### src/rtl/multicycle_sequencer_if.sv
`default_nettype none
// +----------------------------------------------------------------------------+
// | multicycle_sequencer_if                                                    |
// | Control/handshake bundle between the multicycle sequencer and datapath.    |
// | Revision: 1.0                                                              |
// +----------------------------------------------------------------------------+
interface multicycle_sequencer_if #(
  parameter int CNT_W = 32
);
  logic             run;
  logic             halt_req;
  logic             mem_ready;
  logic             wb_en_in;
  logic             mem_r_en_in;
  logic             mem_w_en_in;
  logic [1:0]       branch_type_in;
  logic             br_cond;
  logic [2:0]       state;
  logic             imem_req;
  logic             ir_we;
  logic             pc_we;
  logic             pc_sel_branch;
  logic             alu_out_we;
  logic             dmem_rd;
  logic             dmem_wr;
  logic             rf_we;
  logic             instr_done;
  logic             halted;
  logic [CNT_W-1:0] cycle_cnt;
  logic [CNT_W-1:0] instr_cnt;

  modport master (
    input  run, halt_req, mem_ready, wb_en_in, mem_r_en_in, mem_w_en_in,
           branch_type_in, br_cond,
    output state, imem_req, ir_we, pc_we, pc_sel_branch, alu_out_we,
           dmem_rd, dmem_wr, rf_we, instr_done, halted, cycle_cnt, instr_cnt
  );

  modport slave (
    output run, halt_req, mem_ready, wb_en_in, mem_r_en_in, mem_w_en_in,
           branch_type_in, br_cond,
    input  state, imem_req, ir_we, pc_we, pc_sel_branch, alu_out_we,
           dmem_rd, dmem_wr, rf_we, instr_done, halted, cycle_cnt, instr_cnt
  );
endinterface
`default_nettype wire

### src/rtl/multicycle_sequencer.sv
`default_nettype none
// +----------------------------------------------------------------------------+
// | multicycle_sequencer                                                       |
// | FETCH/DECODE/EXEC/MEM/WB control FSM; optional perf counters behind the    |
// | SEQ_PERF_CNT_EN macro.                                                     |
// | Revision: 1.0                                                              |
// +----------------------------------------------------------------------------+
module multicycle_sequencer #(
  parameter int CNT_W = 32
) (
  input  wire                    clk,
  input  wire                    rst,
  multicycle_sequencer_if.master bus
);

  typedef enum logic [2:0] {
    S_FETCH  = 3'd0,
    S_DECODE = 3'd1,
    S_EXEC   = 3'd2,
    S_MEM    = 3'd3,
    S_WB     = 3'd4,
    S_HALT   = 3'd5
  } state_t;

  state_t state_q;
  state_t state_d;

  logic   w_nop;
  logic   w_taken;
  state_t w_boundary;
  logic   w_out_en;

  logic   w_imem_req;
  logic   w_ir_we;
  logic   w_pc_we;
  logic   w_pc_sel_branch;
  logic   w_alu_out_we;
  logic   w_dmem_rd;
  logic   w_dmem_wr;
  logic   w_rf_we;
  logic   w_instr_done;
  logic   w_halted;

  assign w_nop      = !bus.wb_en_in && !bus.mem_r_en_in && !bus.mem_w_en_in &&
                      (bus.branch_type_in == 2'b00);
  assign w_taken    = (bus.branch_type_in == 2'b11) ||
                      ((bus.branch_type_in != 2'b00) && bus.br_cond);
  assign w_boundary = bus.halt_req ? S_HALT : S_FETCH;

  always_ff @(posedge clk or posedge rst) begin
    if (rst) begin
      state_q <= S_FETCH;
    end else begin
      state_q <= state_d;
    end
  end

  always_comb begin
    state_d         = state_q;
    w_imem_req      = 1'b0;
    w_ir_we         = 1'b0;
    w_pc_we         = 1'b0;
    w_pc_sel_branch = 1'b0;
    w_alu_out_we    = 1'b0;
    w_dmem_rd       = 1'b0;
    w_dmem_wr       = 1'b0;
    w_rf_we         = 1'b0;
    w_instr_done    = 1'b0;
    w_halted        = 1'b0;
    case (state_q)
      S_FETCH: begin
        w_imem_req = bus.run;
        if (bus.run && bus.mem_ready) begin
          w_ir_we = 1'b1;
          w_pc_we = 1'b1;
          state_d = S_DECODE;
        end
      end
      S_DECODE: begin
        if (w_nop) begin
          w_instr_done = 1'b1;
          state_d      = w_boundary;
        end else begin
          state_d = S_EXEC;
        end
      end
      S_EXEC: begin
        w_alu_out_we = 1'b1;
        if (w_taken) begin
          w_pc_we         = 1'b1;
          w_pc_sel_branch = 1'b1;
        end
        // Branches always retire here, taken or not.
        if (bus.branch_type_in != 2'b00) begin
          w_instr_done = 1'b1;
          state_d      = w_boundary;
        end else if (bus.mem_r_en_in || bus.mem_w_en_in) begin
          state_d = S_MEM;
        end else if (bus.wb_en_in) begin
          state_d = S_WB;
        end else begin
          w_instr_done = 1'b1;
          state_d      = w_boundary;
        end
      end
      S_MEM: begin
        w_dmem_rd = bus.mem_r_en_in;
        w_dmem_wr = bus.mem_w_en_in && !bus.mem_r_en_in;
        if (bus.mem_ready) begin
          if (bus.mem_r_en_in) begin
            state_d = S_WB;
          end else begin
            w_instr_done = 1'b1;
            state_d      = w_boundary;
          end
        end
      end
      S_WB: begin
        w_rf_we      = bus.wb_en_in;
        w_instr_done = 1'b1;
        state_d      = w_boundary;
      end
      S_HALT: begin
        w_halted = 1'b1;
        if (!bus.halt_req) begin
          state_d = S_FETCH;
        end
      end
      default: begin
        state_d = S_FETCH;
      end
    endcase
  end

  // Outputs are forced low for the whole reset interval, including FETCH's imem_req.
  assign w_out_en = !rst;

  assign bus.state         = w_out_en ? state_q : 3'd0;
  assign bus.imem_req      = w_out_en && w_imem_req;
  assign bus.ir_we         = w_out_en && w_ir_we;
  assign bus.pc_we         = w_out_en && w_pc_we;
  assign bus.pc_sel_branch = w_out_en && w_pc_sel_branch;
  assign bus.alu_out_we    = w_out_en && w_alu_out_we;
  assign bus.dmem_rd       = w_out_en && w_dmem_rd;
  assign bus.dmem_wr       = w_out_en && w_dmem_wr;
  assign bus.rf_we         = w_out_en && w_rf_we;
  assign bus.instr_done    = w_out_en && w_instr_done;
  assign bus.halted        = w_out_en && w_halted;

`ifdef SEQ_PERF_CNT_EN
  logic [CNT_W-1:0] cycle_cnt_q;
  logic [CNT_W-1:0] cycle_cnt_d;
  logic [CNT_W-1:0] instr_cnt_q;
  logic [CNT_W-1:0] instr_cnt_d;

  always_comb begin
    cycle_cnt_d = cycle_cnt_q;
    instr_cnt_d = instr_cnt_q;
    if (state_q != S_HALT) begin
      cycle_cnt_d = cycle_cnt_q + 1'b1;
    end
    if (w_instr_done) begin
      instr_cnt_d = instr_cnt_q + 1'b1;
    end
  end

  always_ff @(posedge clk or posedge rst) begin
    if (rst) begin
      cycle_cnt_q <= '0;
      instr_cnt_q <= '0;
    end else begin
      cycle_cnt_q <= cycle_cnt_d;
      instr_cnt_q <= instr_cnt_d;
    end
  end

  assign bus.cycle_cnt = cycle_cnt_q;
  assign bus.instr_cnt = instr_cnt_q;
`else
  assign bus.cycle_cnt = {CNT_W{1'b0}};
  assign bus.instr_cnt = {CNT_W{1'b0}};
`endif

endmodule
`default_nettype wire

### src/flat_wrapper.sv
// flat-port wrapper written by rule: the top's interface ports become plain ports
module multicycle_sequencer_flat 
#(
  parameter int CNT_W = 32
)
  (clk, rst, bus_run, bus_halt_req, bus_mem_ready, bus_wb_en_in, bus_mem_r_en_in, bus_mem_w_en_in, bus_branch_type_in, bus_br_cond, bus_state, bus_imem_req, bus_ir_we, bus_pc_we, bus_pc_sel_branch, bus_alu_out_we, bus_dmem_rd, bus_dmem_wr, bus_rf_we, bus_instr_done, bus_halted, bus_cycle_cnt, bus_instr_cnt);
  multicycle_sequencer_if #(.CNT_W(CNT_W)) bus_i ();
  input  wire clk;
  input  wire rst;
  input wire logic [$bits(bus_i.run)-1:0] bus_run;
  input wire logic [$bits(bus_i.halt_req)-1:0] bus_halt_req;
  input wire logic [$bits(bus_i.mem_ready)-1:0] bus_mem_ready;
  input wire logic [$bits(bus_i.wb_en_in)-1:0] bus_wb_en_in;
  input wire logic [$bits(bus_i.mem_r_en_in)-1:0] bus_mem_r_en_in;
  input wire logic [$bits(bus_i.mem_w_en_in)-1:0] bus_mem_w_en_in;
  input wire logic [$bits(bus_i.branch_type_in)-1:0] bus_branch_type_in;
  input wire logic [$bits(bus_i.br_cond)-1:0] bus_br_cond;
  output wire logic [$bits(bus_i.state)-1:0] bus_state;
  output wire logic [$bits(bus_i.imem_req)-1:0] bus_imem_req;
  output wire logic [$bits(bus_i.ir_we)-1:0] bus_ir_we;
  output wire logic [$bits(bus_i.pc_we)-1:0] bus_pc_we;
  output wire logic [$bits(bus_i.pc_sel_branch)-1:0] bus_pc_sel_branch;
  output wire logic [$bits(bus_i.alu_out_we)-1:0] bus_alu_out_we;
  output wire logic [$bits(bus_i.dmem_rd)-1:0] bus_dmem_rd;
  output wire logic [$bits(bus_i.dmem_wr)-1:0] bus_dmem_wr;
  output wire logic [$bits(bus_i.rf_we)-1:0] bus_rf_we;
  output wire logic [$bits(bus_i.instr_done)-1:0] bus_instr_done;
  output wire logic [$bits(bus_i.halted)-1:0] bus_halted;
  output wire logic [$bits(bus_i.cycle_cnt)-1:0] bus_cycle_cnt;
  output wire logic [$bits(bus_i.instr_cnt)-1:0] bus_instr_cnt;
  assign bus_i.run = bus_run;
  assign bus_i.halt_req = bus_halt_req;
  assign bus_i.mem_ready = bus_mem_ready;
  assign bus_i.wb_en_in = bus_wb_en_in;
  assign bus_i.mem_r_en_in = bus_mem_r_en_in;
  assign bus_i.mem_w_en_in = bus_mem_w_en_in;
  assign bus_i.branch_type_in = bus_branch_type_in;
  assign bus_i.br_cond = bus_br_cond;
  assign bus_state = bus_i.state;
  assign bus_imem_req = bus_i.imem_req;
  assign bus_ir_we = bus_i.ir_we;
  assign bus_pc_we = bus_i.pc_we;
  assign bus_pc_sel_branch = bus_i.pc_sel_branch;
  assign bus_alu_out_we = bus_i.alu_out_we;
  assign bus_dmem_rd = bus_i.dmem_rd;
  assign bus_dmem_wr = bus_i.dmem_wr;
  assign bus_rf_we = bus_i.rf_we;
  assign bus_instr_done = bus_i.instr_done;
  assign bus_halted = bus_i.halted;
  assign bus_cycle_cnt = bus_i.cycle_cnt;
  assign bus_instr_cnt = bus_i.instr_cnt;
  multicycle_sequencer #(.CNT_W(CNT_W)) u_core (.clk(clk), .rst(rst), .bus(bus_i));
endmodule
### config.mk
export PLATFORM = sky130hd
export DESIGN_NAME = multicycle_sequencer_flat
export DESIGN_NICKNAME = d
export VERILOG_FILES = /design/src/rtl/multicycle_sequencer_if.sv /design/src/rtl/multicycle_sequencer.sv /design/src/flat_wrapper.sv
export SDC_FILE = /design/constraint.sdc
export NUM_CORES = 1
export LEC_CHECK = 0
export CORE_MARGIN = 4
export CORE_UTILIZATION = 34
export DETAILED_ROUTE_END_ITERATION = 8
export PLACE_DENSITY_LB_ADDON = 0.08
export SETUP_SLACK_MARGIN = 0.05
export SYNTH_ARGS = -nofsm -noshare
export SYNTH_HDL_FRONTEND = slang
export SYNTH_SLANG_ARGS = --single-unit
### constraint.sdc
create_clock -name clk -period 2.6 [get_ports clk]
set_input_delay 0.65 -clock clk [delete_from_list [all_inputs] [get_ports clk]]
set_output_delay 0.65 -clock clk [all_outputs]
set_load 0.005 [all_outputs]
==> run summary, run 1 <==
initial antenna violation count = 0
number of global-route vias before repair = 657
Mapped Area = 966 µm²
Skew-Pair Late Insertion Delay = 0.23 ns
CTS Hold Bufs = 0
cell taking the most area after synthesis = buf_4
CP Launch Point = bus_branch_type_in[0]
Critical Path RT = 1.95 ns
Antenna Nets Post-Route = 0
via/cell ratio = 4.10
clk buf depth = 2
Top reg by flops = u_core.state_q
YS warnings = 0
chip height = 61.3 µm
Slew Limit Fails = 0
DRC errors left = 0
CTS H-tree lvls = 1
crit-path leading delay family = simple AND/OR/NAND/NOR gates
CP max-delay cell = or4_4
CP arrival = 1.90 ns
Worst Skew = 0.000636 ns
reg2reg start = u_core.state_q[0]$_DFFE_PP0P_
post-DP HPWL = 1.85 mm
Num CTS Buffers = 3
Tmin final = 2.55 ns
std cell rows = 19
max-cap violations = 0
power per cell area = 574 mW/mm²
largest net degree at the start of global routing = 15
syn_area_per_cell = 7.26 µm²
die area = 0.00376 mm²
total number of vias = 836
Fmax = 392 MHz
Wirelength per Cell = 10.9 µm
crit path launch type = primary input
fillcell total = 296
CTS tree = built
Worst path max stage delay = 0.45 ns
max FFs per register = 3
Yosys top cell area share = 49.7%
crit-path max FO = 2
gr ovfl total = 0
# IOs = 88
outcome = finished clean
crit path cell chain = dlygate4sd2_1, or4_4, o31ai_4, nand3_2, a21oi_2, buf_2
global-route wire length before repair = 3.11 mm
Synth-to-Final Area Change = 20.7%
register area share after synthesis = 7.77%
Synth Register Bits = 3
final setup fails = 0
Max VDD drop = 0.000379 V
Total GRT Usage = 11.1%
post-synthesis cell count = 133
ANT cells = 0
Crit path buffers/inverters = 2
initial DRC count = 27
hold slack = 0.562 ns
clock-pin slew on the worst setup and hold paths = 0.03 ns
RePlAce Congestion = 0.735
overall power = 670 µW
drt first pass iters = 4
layout cells sized above 1 = 24.3%
Clock Root Buffer = clkbuf_4
top post-synthesis cells by area = buf_4 (50%), dfrtp_1 (7.8%), nor2b_1 (3.2%), a21oi_1 (2.6%), nor2_1 (2.3%)
Hold/Removal Path Class = in2async
RSZ-0062 raised after global routing = yes
Critical Path End Type = primary output
critical path class = in2out
Top Registers = u_core.state_q x3
Tcrit/Tclk final = 98.2%
initial core utilization = 35.3%
Detailed Route WL = 2.22 mm
I/O Buffers = 23
Pleak = 0.605 nW
Die Width = 61.3 µm
CORE AREA = 0.00273 mm²
endpoints failing hold = 0
Total Nets Final = 185
count of different cell masters after synthesis = 38
clk sinks = 3
==> power by group <==
group / leakage [nW] / total [mW] / internal, mW / switching [mW]
Clock: 0.0150 / 0.0787 / 0.0573 / 0.0214
Combinational: 0.552 / 0.499 / 0.245 / 0.254
Sequential: 0.0384 / 0.0922 / 0.0695 / 0.0226
Total: 0.605 / 0.670 / 0.372 / 0.298
==> path summary, 6_finish.rpt <==
kind                                                       to  slack [ns]  depth (start not counted)
worst max-delay path                           bus_instr_done        0.05                          6
worst min-delay path            u_core.state_q[2]$_DFFE_PP0P_        0.56                          3
worst max register to register  u_core.state_q[0]$_DFFE_PP0P_        0.92                          5
worst min register to register  u_core.state_q[1]$_DFFE_PP0P_        0.61                          2
max in group asynchronous       u_core.state_q[1]$_DFFE_PP0P_        1.91                          3
min in group clk                u_core.state_q[1]$_DFFE_PP0P_        0.61                          2
==> layout by cell type (no fill, tap or decap), types with 2 or more instances in the layout <==
| master | instances |
|---|---|
| nand2_1 | 4 |
| nor3_1 | 2 |
| nor2b_1 | 3 |
| inv_1 | 3 |
| conb_1 | 64 |
| and2_1 | 2 |
| o21ai_0 | 4 |
| buf_4 | 17 |
| dlygate4sd2_1 | 7 |
| or2_2 | 2 |
| clkbuf_2 | 2 |
| nor2_1 | 5 |
| clkbuf_4 | 3 |
| nand3b_1 | 2 |
| dfrtp_1 | 3 |
| a21oi_1 | 4 |
| clkdlybuf4s50_1 | 11 |
==> cells in the mapped netlist, drive strengths merged <==
master and n:
or3b 1, o31ai 2, clkbuf 3, nor3b 1, and3 3, o21ai 5
o41ai 1, nor2b 5, and2 2, or2 2, and4b 1, buf 65
dfrtp 3, nand3 1, o2bb2ai 1, a21oi 5, inv 3, or4 1
a21boi 2, or4bb 1, nor3 3, nand2b 1, o32ai 1, nand2 4
a211oi 1, conb 1, o211ai 1, nor2 6, a32oi 1, o31a 1
o311ai 1, o21bai 1, nand3b 2, a2111oi 1
==> tightest hold or removal path, delay by kind of cell <==
family	cells	cell delay (ns)
buffers and inverters	3	0.47
==> cell type report <==
class                   instances  area (µm²)  area share, %
clock buffers                   4        26.3           2.25
multi-input cells             122         668           57.3
inverters                       3        11.3          0.966
flip-flops and latches          3        75.1           6.44
well taps                      31        38.8           3.33
repair buffers                 41         347           29.7
==> per-stage QoR <==
stage / TNS, ns / setup WS (ns) / instance area [µm²] / utilization, % / instances
2_1_floorplan: 0 / 0.321 / 1200 / - / 196
3_3_place_gp: -3.50 / -0.598 / 1100 / 40.3 / 199
3_5_place_dp: -3.23 / -0.624 / 1100 / 40.3 / 199
4_1_cts: -0.0437 / -0.0437 / 1150 / 42.1 / 204
5_1_grt: -0.00258 / -0.00258 / 1170 / 42.7 / 204
6_report: 0 / 0.0467 / 1170 / 42.7 / 204
==> layer usage <==
layer,vias up,global-route usage (%),part of all wire (%)
li1,402,-,-
met1,380,15.2,39
met3,0,1.05,14
met4,0,4.64,0
met5,-,0,0
met2,54,17.8,47
==> cell families (layout without fill, tap and decap cells) <==
kind of cell	count (synthesis)	count (layout)	synth area share, %
simple gates	34	34	21.4
buf+inv	71	48	52.7
other cells	1	64	0.388
compound gates	24	24	17.7
flops	3	3	7.77
==> repair_timing <==
action	CTS	global route
setup endpoints to repair	13	3
gates resized for setup	25	10
pin swaps	5	4
buffers inserted	1	0
No activity file was read; power rests on OpenSTA's default activity.
==> run 2, diff against run 1 <==
--- a/config.mk
+++ b/config.mk
@@ -5,7 +5,7 @@
 export SDC_FILE = /design/constraint.sdc
 export NUM_CORES = 1
 export LEC_CHECK = 0
-export CORE_MARGIN = 4
+export CORE_MARGIN = 3
 export CORE_UTILIZATION = 34
 export DETAILED_ROUTE_END_ITERATION = 8
 export PLACE_DENSITY_LB_ADDON = 0.08
==> run summary, run 2 (synthesis results as in run 1) <==
outcome = finished clean
crit-path max FO = 8
Tmin final = 2.51 ns
via/cell ratio = 4.02
RSZ-0062 raised after global routing = yes
Synth-to-Final Area Change = 22.7%
CP Launch Point = bus_mem_r_en_in
Total GRT Usage = 11.0%
I/O Buffers = 23
Skew-Pair Late Insertion Delay = 0.23 ns
ANT cells = 0
Max VDD drop = 0.000346 V
Die Width = 59.3 µm
final instance area = 0.00118 mm²
hold slack = 0.591 ns
CP arrival = 1.86 ns
CORE AREA = 0.00259 mm²
Wirelength per Cell = 10.6 µm
power per cell area = 574 mW/mm²
gr ovfl total = 0
die area = 0.00352 mm²
clk buf depth = 2
global-route wire length before repair = 3.07 mm
most frequent cells in the layout = conb_1 (64), buf_4 (19), clkdlybuf4s50_1 (10)
Critical Path RT = 1.95 ns
Total Nets Final = 187
Tcrit/Tclk final = 96.6%
total number of vias = 824
commonest non-fill, non-tap cell in the layout = conb_1
initial DRC count = 12
setup TNS = 0 ns
Hold/Removal Path Class = in2async
DP Area = 0.00112 mm²
drt first pass iters = 2
reg2reg start = u_core.state_q[0]$_DFFE_PP0P_
chip height = 59.3 µm
Critical Path End Type = primary output
clock-pin slew on the worst setup and hold paths = 0.03 ns
Num CTS Buffers = 3
RePlAce Congestion = 0.850
max-cap violations = 0
Slew Limit Fails = 0
std cell rows = 18
CTS Hold Bufs = 0
Antenna Nets Post-Route = 0
initial antenna violation count = 0
Fmax = 398 MHz
post-route insts no fill = 205
Pleak = 0.663 nW
largest net degree at the start of global routing = 15
critical path class = in2out
initial core utilization = 37.3%
max FFs per register = 3
CTS H-tree lvls = 1
DRC errors left = 0
post-DP HPWL = 1.86 mm
Top Registers = u_core.state_q x3
Top reg by flops = u_core.state_q
final setup fails = 0
layout cells sized above 1 = 25.1%
# IOs = 88
placed cells = 201
number of global-route vias before repair = 700
clk sinks = 3
endpoints failing hold = 0
crit path launch type = primary input
Clock Root Buffer = clkbuf_4
Detailed Route WL = 2.17 mm
CTS tree = built
Worst Skew = 0.000941 ns
final core occ = 45.7%
## run 2: cell types whose count changed in the layout (fill, tap and decap cells not counted)
| cell | previous run | this run |
|---|---|---|
| dlygate4sd2_1 | 7 | 3 |
| clkdlybuf4s15_2 | 1 | 0 |
| clkdlybuf4s15_1 | 1 | 2 |
| dlymetal6s2s_1 | 0 | 3 |
| nor2b_2 | 1 | 0 |
| clkbuf_2 | 2 | 1 |
| clkdlybuf4s50_1 | 11 | 10 |
| buf_4 | 17 | 19 |
| buf_6 | 1 | 2 |
| nor2b_1 | 3 | 4 |
| buf_2 | 1 | 3 |
## run 2: layout make-up
type | count | area (µm²)
Fill cell | 279 | 1410
Multi-Input combinational cell | 122 | 666
Timing Repair Buffer | 43 | 369
Sequential cell | 3 | 75.1
Tap cell | 30 | 37.5
Clock buffer | 4 | 26.3
Inverter | 3 | 11.3
## run 2: power breakdown
group	total (mW)	switching, mW	leakage [nW]	internal [mW]
clock network	0.0789	0.0215	0.0150	0.0573
logic	0.509	0.254	0.609	0.255
registers	0.0924	0.0229	0.0384	0.0695
## run 2: path summary, 6_finish.rpt
check                                           endpoint  cells past startpoint  slack (ns)
max                                       bus_instr_done                      7        0.09
min                        u_core.state_q[2]$_DFFE_PP0P_                      3        0.59
max reg2reg                u_core.state_q[0]$_DFFE_PP0P_                      5        0.93
min reg2reg                u_core.state_q[1]$_DFFE_PP0P_                      2        0.63
max in group asynchronous  u_core.state_q[1]$_DFFE_PP0P_                      3        1.88
min in group clk           u_core.state_q[1]$_DFFE_PP0P_                      2        0.63
## run 2: critical path, stage by stage
cell	delay (ns)
clkdlybuf4s15_1	0.19
buf_4	0.16
or2_2	0.30
a211oi_2	0.22
o21bai_1	0.10
a21oi_2	0.12
buf_2	0.12
## run 2: timing repair
action | CTS | global route
setup endpoints to repair | 11 | 6
buffers inserted | 0 | 0
endpoints found under the hold margin | 0 | 0
resized for setup | 33 | 9
cloned | 0 | 0
pin swaps | 4 | 3
## run 2: per-layer routing
metal | track usage [%] | up-vias | share of wire, %
met5 | 0 | - | 0
met1 | 14.6 | 364 | 40
met4 | 2.91 | 0 | 0
met3 | 1.09 | 0 | 12
li1 | - | 407 | -
met2 | 18.9 | 53 | 47
## run 2: stage by stage
step | worst slack [ns] | power (mW)
after floorplan | 0.321 | 0.433
after CTS | 0.0449 | 0.683
after global routing | 0.00325 | 0.750
after detailed placement | -0.659 | 0.587
after global placement | -0.603 | 0.586
final | 0.0896 | 0.680
==> run 3, diff against run 2 <==
--- a/config.mk
+++ b/config.mk
@@ -10,6 +10,7 @@
 export DETAILED_ROUTE_END_ITERATION = 8
 export PLACE_DENSITY_LB_ADDON = 0.08
 export SETUP_SLACK_MARGIN = 0.05
+export SLEW_MARGIN = 20
 export SYNTH_ARGS = -nofsm -noshare
 export SYNTH_HDL_FRONTEND = slang
 export SYNTH_SLANG_ARGS = --single-unit
==> results of run 3 <==
Final layout, timing and power as in run 2 (identical DEF).
